==> src/rtl/interrupt_sequencer_pkg.sv <==
// Shared definitions for the interrupt sequencer: state encoding, opcodes
// shared with the control unit, and the per-state output decode.
package interrupt_sequencer_pkg;

  typedef logic [2:0] state_t;

  localparam state_t ST_IDLE      = 3'd0;
  localparam state_t ST_WAIT_SAFE = 3'd1;
  localparam state_t ST_FLUSH     = 3'd2;
  localparam state_t ST_INJECT    = 3'd3;
  localparam state_t ST_SERVICE   = 3'd4;

  localparam logic [4:0] OP_CALL = 5'b00101;
  localparam logic [4:0] OP_RTI  = 5'b00011;

  typedef struct packed {
    logic       inject;
    logic [4:0] op_code;
    logic       interrupt;
    logic       flush_fetch;
    logic       hold_pc;
    logic       in_service;
  } seq_out_t;

  // Pure state decode keeps every sequencer output Moore-style.
  function automatic seq_out_t decode_state(input state_t state, input logic [4:0] call_op);
    seq_out_t o;
    o = '0;
    case (state)
      ST_FLUSH: begin
        o.flush_fetch = 1'b1;
        o.hold_pc     = 1'b1;
      end
      ST_INJECT: begin
        o.inject    = 1'b1;
        o.op_code   = call_op;
        o.interrupt = 1'b1;
        o.hold_pc   = 1'b1;
      end
      ST_SERVICE: o.in_service = 1'b1;
      default:    o = '0;
    endcase
    return o;
  endfunction

endpackage

==> src/rtl/interrupt_sequencer_sync_edge_detect.sv <==
// Multi-stage synchroniser for the asynchronous interrupt pin followed by a
// rising-edge detector on the synchronised level.
module sync_edge_detect #(
  parameter int SYNC_STAGES = 2
) (
  input  logic i_clk,
  input  logic i_reset,
  input  logic i_async,
  output logic o_rise
);

  logic [SYNC_STAGES-1:0] sync_q;
  logic                   s_d;

  always_ff @(posedge i_clk or posedge i_reset) begin
    if (i_reset) begin
      sync_q <= '0;
      s_d    <= 1'b0;
    end else begin
      sync_q <= {sync_q[SYNC_STAGES-2:0], i_async};
      s_d    <= sync_q[SYNC_STAGES-1];
    end
  end

  assign o_rise = sync_q[SYNC_STAGES-1] & ~s_d;

endmodule

==> src/rtl/interrupt_sequencer.sv <==
// Steers an external interrupt into the pipeline: waits for a safe boundary,
// flushes fetch, injects a qualified CALL and blocks re-entry until RTI retires.
module interrupt_sequencer
  import interrupt_sequencer_pkg::*;
#(
  parameter int         SYNC_STAGES = 2,
  parameter logic [4:0] CALL_OPCODE = OP_CALL
) (
  input  logic       i_clk,
  input  logic       i_reset,
  input  logic       i_interrupt,
  input  logic       i_stall,
  input  logic       i_branch_pending,
  input  logic       i_rti_retire,
  output logic       o_inject,
  output logic [4:0] o_op_code,
  output logic       o_interrupt,
  output logic       o_flush_fetch,
  output logic       o_hold_pc,
  output logic       o_in_service,
  output logic       o_missed
);

  state_t   state_q;
  state_t   state_d;
  logic     rise;
  logic     pending_q;
  logic     missed_q;
  logic     leave_inject;
  seq_out_t dec;

  sync_edge_detect #(
    .SYNC_STAGES(SYNC_STAGES)
  ) u_sync (
    .i_clk  (i_clk),
    .i_reset(i_reset),
    .i_async(i_interrupt),
    .o_rise (rise)
  );

  assign leave_inject = (state_q == ST_INJECT) && !i_stall;

  always_comb begin
    state_d = state_q;
    case (state_q)
      ST_IDLE:      if (pending_q || rise) state_d = ST_WAIT_SAFE;
      ST_WAIT_SAFE: if (!i_stall && !i_branch_pending) state_d = ST_FLUSH;
      ST_FLUSH:     state_d = ST_INJECT;
      ST_INJECT:    if (!i_stall) state_d = ST_SERVICE;
      ST_SERVICE:   if (i_rti_retire) state_d = ST_IDLE;
      default:      state_d = ST_IDLE;
    endcase
  end

  // An edge coinciding with the CALL leaving INJECT is the next request, not a drop.
  always_ff @(posedge i_clk or posedge i_reset) begin
    if (i_reset) begin
      state_q   <= ST_IDLE;
      pending_q <= 1'b0;
      missed_q  <= 1'b0;
    end else begin
      state_q  <= state_d;
      missed_q <= rise && pending_q && !leave_inject;
      if (leave_inject) begin
        pending_q <= rise;
      end else if (rise) begin
        pending_q <= 1'b1;
      end
    end
  end

  always_comb begin
    dec           = decode_state(state_q, CALL_OPCODE);
    o_inject      = dec.inject;
    o_op_code     = dec.op_code;
    o_interrupt   = dec.interrupt;
    o_flush_fetch = dec.flush_fetch;
    o_hold_pc     = dec.hold_pc;
    o_in_service  = dec.in_service;
    o_missed      = missed_q;
  end

endmodule
==> config.mk <==
export PLATFORM = sky130hd
export DESIGN_NAME = interrupt_sequencer
export DESIGN_NICKNAME = d
export VERILOG_FILES = /design/src/rtl/interrupt_sequencer_pkg.sv /design/src/rtl/interrupt_sequencer_sync_edge_detect.sv /design/src/rtl/interrupt_sequencer.sv
export SDC_FILE = /design/constraint.sdc
export NUM_CORES = 1
export LEC_CHECK = 0
export ABC_CLOCK_PERIOD_IN_PS = 1950
export CAP_MARGIN = 20
export CELL_PAD_IN_SITES_DETAIL_PLACEMENT = 0
export CELL_PAD_IN_SITES_GLOBAL_PLACEMENT = 1
export CORE_AREA = 4 4 41 43
export DETAILED_ROUTE_END_ITERATION = 8
export DIE_AREA = 0 0 45 47
export DONT_BUFFER_PORTS = 1
export GPL_ROUTABILITY_DRIVEN = 0
export PLACE_DENSITY = 0.55
export RECOVER_POWER = 100
export SKIP_LAST_GASP = 1
export SLEW_MARGIN = 20
export SYNTH_ARGS = -nofsm -noshare
export SYNTH_HDL_FRONTEND = slang
export SYNTH_SLANG_ARGS = --single-unit
==> constraint.sdc <==
create_clock -name i_clk -period 1.95 [get_ports i_clk]
set_input_delay 0.39 -clock i_clk [delete_from_list [all_inputs] [get_ports i_clk]]
set_output_delay 0.39 -clock i_clk [all_outputs]
set_load 0.03 [all_outputs]
Word-level counts from Yosys, hierarchy flattened
Index checks and enable logic that the tools add are counted.

Flip-flop bits (word level): 8. Word-level logic and storage cells: 38. Output and inout bits: 11. Input bits: 6.

Multiplexer cells: 11. Equality and inequality tests: 8. Reductions and logical operators: 12. Bitwise operators: 2.

Operators by type and width (count): one-hot mux 3 bit (5 select lines) (1); two-way mux 3 bit (4); != test 2 bit, second input constant (4); two-way mux 7 bit (1); == test 3 x 2 -> 1 bit, second input constant (2); two-way mux 1 bit (5); logical AND 1 bit (4); AND reduction 4 bit (1); == test 3 x 1 -> 1 bit, second input constant (1); == test 3 bit, second input constant (1); zero test 1 bit (3); zero test 3 bit (1); nonzero test 2 bit (1); OR reduction 2 bit (1); AND 1 bit (1); logical OR 1 bit (1); inverter 1 bit (1).

Longest topological paths before layout
Gate-level depths: netlist (run 1).

Depth after elaboration: 5. Gate-level depth with buffers: 3. Mapped depth without buffers: 3.

By module
A second synthesis (run 1) with hierarchy kept.

Cell total of the unflattened synthesis: 37. Area total of the unflattened synthesis: 384.1 µm².

Modules (own cells, without submodules): interrupt_sequencer (seq. area each 125.1 µm², cells each 32, area each 291.5 µm², times used 1); sync_edge_detect (seq. area each 75.1 µm², cells each 5, area each 92.6 µm², times used 1).

Worst setup path after synthesis (run 1)
No wires, ideal clock.

Path type: register -> output. Start point: register state_q[1]. End point: output o_interrupt. Stages on the path, launching flop included: 4. Arrival time: 1.319 ns. Required time: 1.560 ns. Setup slack: 0.241 ns. Buffers on the path: 1. Path through: dfrtp_1 nor2b_4 and2_1 buf_4.

Cells in the longest elaborated chain, start to end: 2.

RTL lines: start, declared (line interrupt_sequencer.sv:24) `state_t state_q;`; start signal, assigned (line interrupt_sequencer.sv:62) `state_q <= state_d;`; == test 3 x 2 -> 1 bit (line interrupt_sequencer_pkg.sv:29) `case (state)`; two-way mux 7 bit (line interrupt_sequencer_pkg.sv:29); end, declared (line interrupt_sequencer.sv:17) `output logic o_interrupt,`.

No other way between the ends.

Final worst setup path (run 1)
Start point: register state_q[1]. End point: output o_inject.

Cells in the longest elaborated chain, start to end: 2.

RTL lines: == test 3 x 2 -> 1 bit (line interrupt_sequencer_pkg.sv:29); two-way mux 7 bit (line interrupt_sequencer_pkg.sv:29); end, declared (line interrupt_sequencer.sv:15) `output logic o_inject,`.

No other way between the ends.

==> results.yml, run 1 <==
outcome:
  status: "completed"
global_route:
  grt_pass1_wl_um: 986
  first_global_vias: 218
  grt_antenna_before_repair: 0
  grtUsageMet3: 0.0421
  use_met2: 0.102
  grt_remaining_overflow: 0
  grt.total_usage: 0.0725
  grt_max_degree: 9
  use_met1: 0.0653
  grt_busiest_layer: "met2"
timing:
  finalSetupTns_ns: 0
  setup_viol: 0
  worst_slew_pin_slew_ns: 0.592
  fin_crit_ns: 1.84
  whs_ns: 0.172
  slew_headroom: 0.604
  fin_skew_ns: 0.00168
  rsz0062_at_grt: "no"
  final_hold_viol_count: 0
  clock.fmax_mhz: 544
  finalMaxSlewViolations: 0
  finalCritPeriodShare: 0.943
final_layout:
  design_area_um2: 412
  seqCellArea_um2: 200
  fin_nets: 43
  diodes: 0
  multi_input_area_um2: 128
  nFillCells: 143
  area_growth_pct: 7.87
  drive_above_1_share: 0.200
yosys:
  yosysTopAreaCell: "dfrtp_1"
  ys.flop_type: "dfrtp_1"
  async_flop_share: 1.00
  synth_area_leaders: "dfrtp_1 52%, buf_4 12%, a221oi_2 3.9%, nor2b_4 3.6%, nand2b_1 3.3%"
  netlist_area_um2: 382
  ys_seq_area_frac: 0.525
  synth_top_area_frac: 0.525
  synth_seq_cells: 8
  synth.distinct_cells: 17
  syn_inst: 33
  synth_edf_count: 0
  ys.warnings.count: 0
  postSynthAreaPerCell_um2: 11.6
job:
  max_cap_viol_count: 0
die:
  dieArea_um2: 2120
  die_h_um: 47
  initial_core_util: 0.293
  num_rows: 13
  ios: 17
  die_w_um: 45
  core_area_um2: 1300
clock_tree:
  htree_levels: 1
  clk_pin_slew_worst_paths_ns: 0.05
  postCtsSetupRepairBufs: 0
  cts_buffer_depth: 2
  cts_resized: 0
  cts_tree: "yes"
  ctsHoldBuffers: 1
  cts_root_buf: "clkbuf_4"
  numCtsBuffers: 3
  clock_latency_ns: 0.24
  clock_sinks: 8
drt:
  drc_errors: 0
  drt.antenna.violating_nets: 0
  via_per_inst: 4.22
  wl_um: 600
  first_pass_iters: 1
  detail_route.wl_per_cell_um: 12.0
  vias: 211
  drt_iter0_drc: 0
placement:
  place_area_um2: 390
  io_buffers: 0
  dp_hpwl_um: 471
critical_path:
  start_kind: "register"
  critPathTopFamily: "simple AND/OR/NAND/NOR gates"
  cp.arrival_ns: 1.45
  critPathKind: "register to output port"
  cp_cell_sequence: "nor2b_4 -> and2_0 -> buf_12"
  path_max_fanout: 6
  crit_path_end_kind: "output port"
  cpMaxStageDelayCell: "dfrtp_1"
  critPathRequiredTime_ns: 1.56
  crit_buf_inv: 1
  critPathMaxStageDelay_ns: 0.43
power:
  ir_worst_vdd_mv: 0.649
  p_leak_nw: 0.198
  powerDensity_nw_per_um2: 1710
  power.total_w: 0.000702
min_path:
  hp-class: "input port to register"
==> layout make-up <==
class	count	area share
Sequential cell	8	0.486
Multi-Input combinational cell	19	0.310
Timing Repair Buffer	3	0.0851
Clock buffer	3	0.0547
Tap cell	15	0.0456
Inverter	2	0.0182
==> worst register-to-register path: stages (launching register included) <==
cell and delay, ns:
dfrtp_1 0.42, nor3b_2 0.54, a22o_1 0.22
==> layout by cell type, fill, tap and decap left out, drive strengths merged <==
master       count
mux2i            1
dlygate4sd3      1
nor3b            1
inv              2
a21bo            1
nand2            1
a22o             1
clkbuf           4
and2             1
nor2b            2
dfrtp            8
conb             3
nor3             1
a221oi           1
nand2b           2
buf              1
nor2             3
and2b            1
==> path summary, 6_finish.rpt <==
path / start / end / slack (ns) / cells past startpoint
worst min-delay path: i_interrupt / u_sync.sync_q[0]$_DFF_PP0_ / 0.17 / 0
max in group asynchronous: i_reset / state_q[1]$_DFFE_PP0P_ / 1.19 / 2
worst max-delay path: state_q[1]$_DFFE_PP0P_ / o_inject / 0.11 / 3
min in group asynchronous: i_reset / u_sync.s_d$_DFF_PP0_ / 0.53 / 2
worst max register to register: state_q[2]$_DFFE_PP0P_ / state_q[2]$_DFFE_PP0P_ / 0.70 / 2
worst min register to register: u_sync.sync_q[0]$_DFF_PP0_ / u_sync.sync_q[1]$_DFF_PP0_ / 0.36 / 0
==> Yosys cell counts (2+ instances only) <==
master,n
dfrtp_1,8
buf_4,6
nor2_1,3
inv_1,2
nand2b_1,2
==> state kept, by name (all words and copies together) (netlist names) <==
name	cells
u_sync.s_d	1
o_missed	1
state_q	3
u_sync.sync_q	2
pending_q	1
==> routing by layer <==
metal	wire (um)	vias up
li1	-	100
met1	255	96
met2	273	13
met3	62	2
met4	8	0
met5	0	-
==> per-stage QoR <==
step | std cells | util | worst slack, ns
3_5_place_dp | 46 | 0.300 | 0.402
3_3_place_gp | 46 | 0.300 | 0.408
2_1_floorplan | 35 | - | 0.241
5_1_grt | 50 | 0.316 | 0.0420
4_1_cts | 50 | 0.325 | 0.126
6_report | 50 | 0.316 | 0.111
==> report_power, final <==
group	internal (W)	switching [W]
logic	0.000114	0.000205
registers	0.000209	0.0000531
clock network	0.0000700	0.0000499
==> kinds of logic (layout without fill, tap and decap cells) <==
| kind of cell | count (synthesis) | in the layout | share of synthesized area |
|---|---|---|---|
| AO/OA/AOI/OAI | 3 | 3 | 0.0885 |
| buffers and inverters | 8 | 8 | 0.138 |
| AND/OR/NAND/NOR | 12 | 12 | 0.213 |
| multiplexers | 1 | 1 | 0.0262 |
| flip-flops | 8 | 8 | 0.525 |
| other | 1 | 3 | 0.00983 |
(Power assumes the default switching activity.)
==> run 2: changes to the inputs <==
- CORE_AREA: 4 4 41 43 -> 2 2 39 41
- DIE_AREA: 0 0 45 47 -> 0 0 41 43
==> run 2 against run 1 <==
  * Die area down 17%
  * Register-to-register slack got worse by 0.21 ns
  * Fmax is 4.7% higher
  * Final cell count up 4.0%
  * Count of clock-buffer cells in the layout stayed put
  * Cell area did not move
  * First-iteration DRC count rose by 1
  * Utilization shrank 1.9 points
  * Global-route usage increased by 1.5 points
  * Power up 1.2%
==> results.yml, run 2 (synthesis results as in run 1) <==
clock_tree:
  cts_resized: 0
  clock_latency_ns: 0.25
  htree_levels: 1
  cts_tree: "yes"
  numCtsBuffers: 3
  cts_root_buf: "clkbuf_4"
  clk_pin_slew_worst_paths_ns: 0.06
  cts_buffer_depth: 2
  clock_sinks: 8
die:
  num_rows: 14
  ios: 17
  initial_core_util: 0.276
  die_w_um: 41
  core_area_um2: 1380
  die_h_um: 43
  dieArea_um2: 1760
power:
  p_leak_nw: 0.196
  power.total_w: 0.000710
  powerDensity_nw_per_um2: 1730
  ir_worst_vdd_mv: 0.472
critical_path:
  crit_path_end_kind: "output port"
  critPathKind: "register to output port"
  path_max_fanout: 6
  start_kind: "register"
  cp.arrival_ns: 1.37
  critPathRequiredTime_ns: 1.56
outcome:
  status: "completed"
global_route:
  grt_remaining_overflow: 0
  grt.total_usage: 0.0874
  grt_pass1_wl_um: 959
  grt_max_degree: 9
  grt_antenna_before_repair: 0
  first_global_vias: 228
drt:
  drc_errors: 0
  drt_iter0_drc: 1
  via_per_inst: 4.31
  drt.antenna.violating_nets: 0
  detail_route.wl_per_cell_um: 12.2
  wl_um: 633
  first_pass_iters: 2
  vias: 224
timing:
  final_hold_viol_count: 0
  finalCritPeriodShare: 0.900
  setup_viol: 0
  clock.fmax_mhz: 570
  slew_headroom: 0.611
  whs_ns: 0.166
  finalSetupTns_ns: 0
  fin_skew_ns: 0.00345
  fin_crit_ns: 1.76
  worst_slew_pin_slew_ns: 0.580
  finalMaxSlewViolations: 0
  rsz0062_at_grt: "no"
placement:
  io_buffers: 0
  place_area_um2: 399
job:
  max_cap_viol_count: 0
final_layout:
  area_growth_pct: 7.87
  final_common_cell: "dfrtp_1"
  biggestRegsByFlops: "state_q x3, u_sync.sync_q x2"
  fin_util: 0.297
  diodes: 0
  drive_above_1_share: 0.194
  largest_register_ffs: 3
  design_area_um2: 412
  fin_nets: 44
  final_cell_mix: "8 x dfrtp_1, 3 x nor2_1, 3 x conb_1, 3 x clkbuf_4"
  regMostFlops: "state_q"
min_path:
  hp-class: "input port to register"
-- run 2: changes by cell type in the layout (fill, tap and decap cells not counted) --
cell / previous run / this run
nor2b_1: 1 / 2
and2b_4: 0 / 1
and2b_1: 1 / 0
nor2b_4: 1 / 0
clkbuf_1: 0 / 1
-- run 2: timing repair --
action | 4_1_cts | 5_1_grt
hold buffers | 1 | 0
setup buffers | 0 | 0
hold endpoints to repair | 8 | 0
-- run 2: critical path, cell delays in order, from the launching register on --
cell     delay [ns]
dfrtp_1        0.43
nor2b_1        0.25
and2_0         0.22
buf_12         0.21
-- run 2: routing by layer --
metal  track usage  vias up  wire (um)  share of wire
met5             0        -          0              0
met4        0.0800        0          6         0.0095
met3        0.0366        2         49          0.077
met2         0.125        7        338           0.53
met1        0.0903      111        239           0.38
li1              -      104          -              -
-- run 2: final timing paths --
kind | from | endpoint | slack, ns | cells after the start
max in group asynchronous | i_reset | o_missed$_DFF_PP0_ | 1.20 | 2
setup reg to reg | state_q[1]$_DFFE_PP0P_ | pending_q$_DFFE_PP0P_ | 0.49 | 4
setup / recovery | state_q[1]$_DFFE_PP0P_ | o_interrupt | 0.19 | 3
hold / removal | i_interrupt | u_sync.sync_q[0]$_DFF_PP0_ | 0.17 | 0
hold reg to reg | u_sync.sync_q[0]$_DFF_PP0_ | u_sync.sync_q[1]$_DFF_PP0_ | 0.35 | 0
min in group asynchronous | i_reset | u_sync.s_d$_DFF_PP0_ | 0.52 | 2
-- run 2: cell type report --
class                           count  area (um^2)
Inverter                            2         7.51
Sequential cell                     8          200
Fill cell                         155          972
Multi-Input combinational cell     19          123
Timing Repair Buffer                4         38.8
Clock buffer                        3         22.5
Tap cell                           16         20.0
-- run 2: stage by stage --
step           worst slack, ns  std cells
2_1_floorplan            0.241         35
3_3_place_gp             0.599         48
3_5_place_dp             0.564         48
4_1_cts                  0.279         52
5_1_grt                  0.113         52
6_report                 0.194         52
-- run 2: where the power goes --
part / total [W] / switching [W] / internal (W)
combinational: 0.000322 / 0.000210 / 0.000112
clock: 0.000127 / 0.0000565 / 0.0000705
sequential: 0.000262 / 0.0000528 / 0.000209
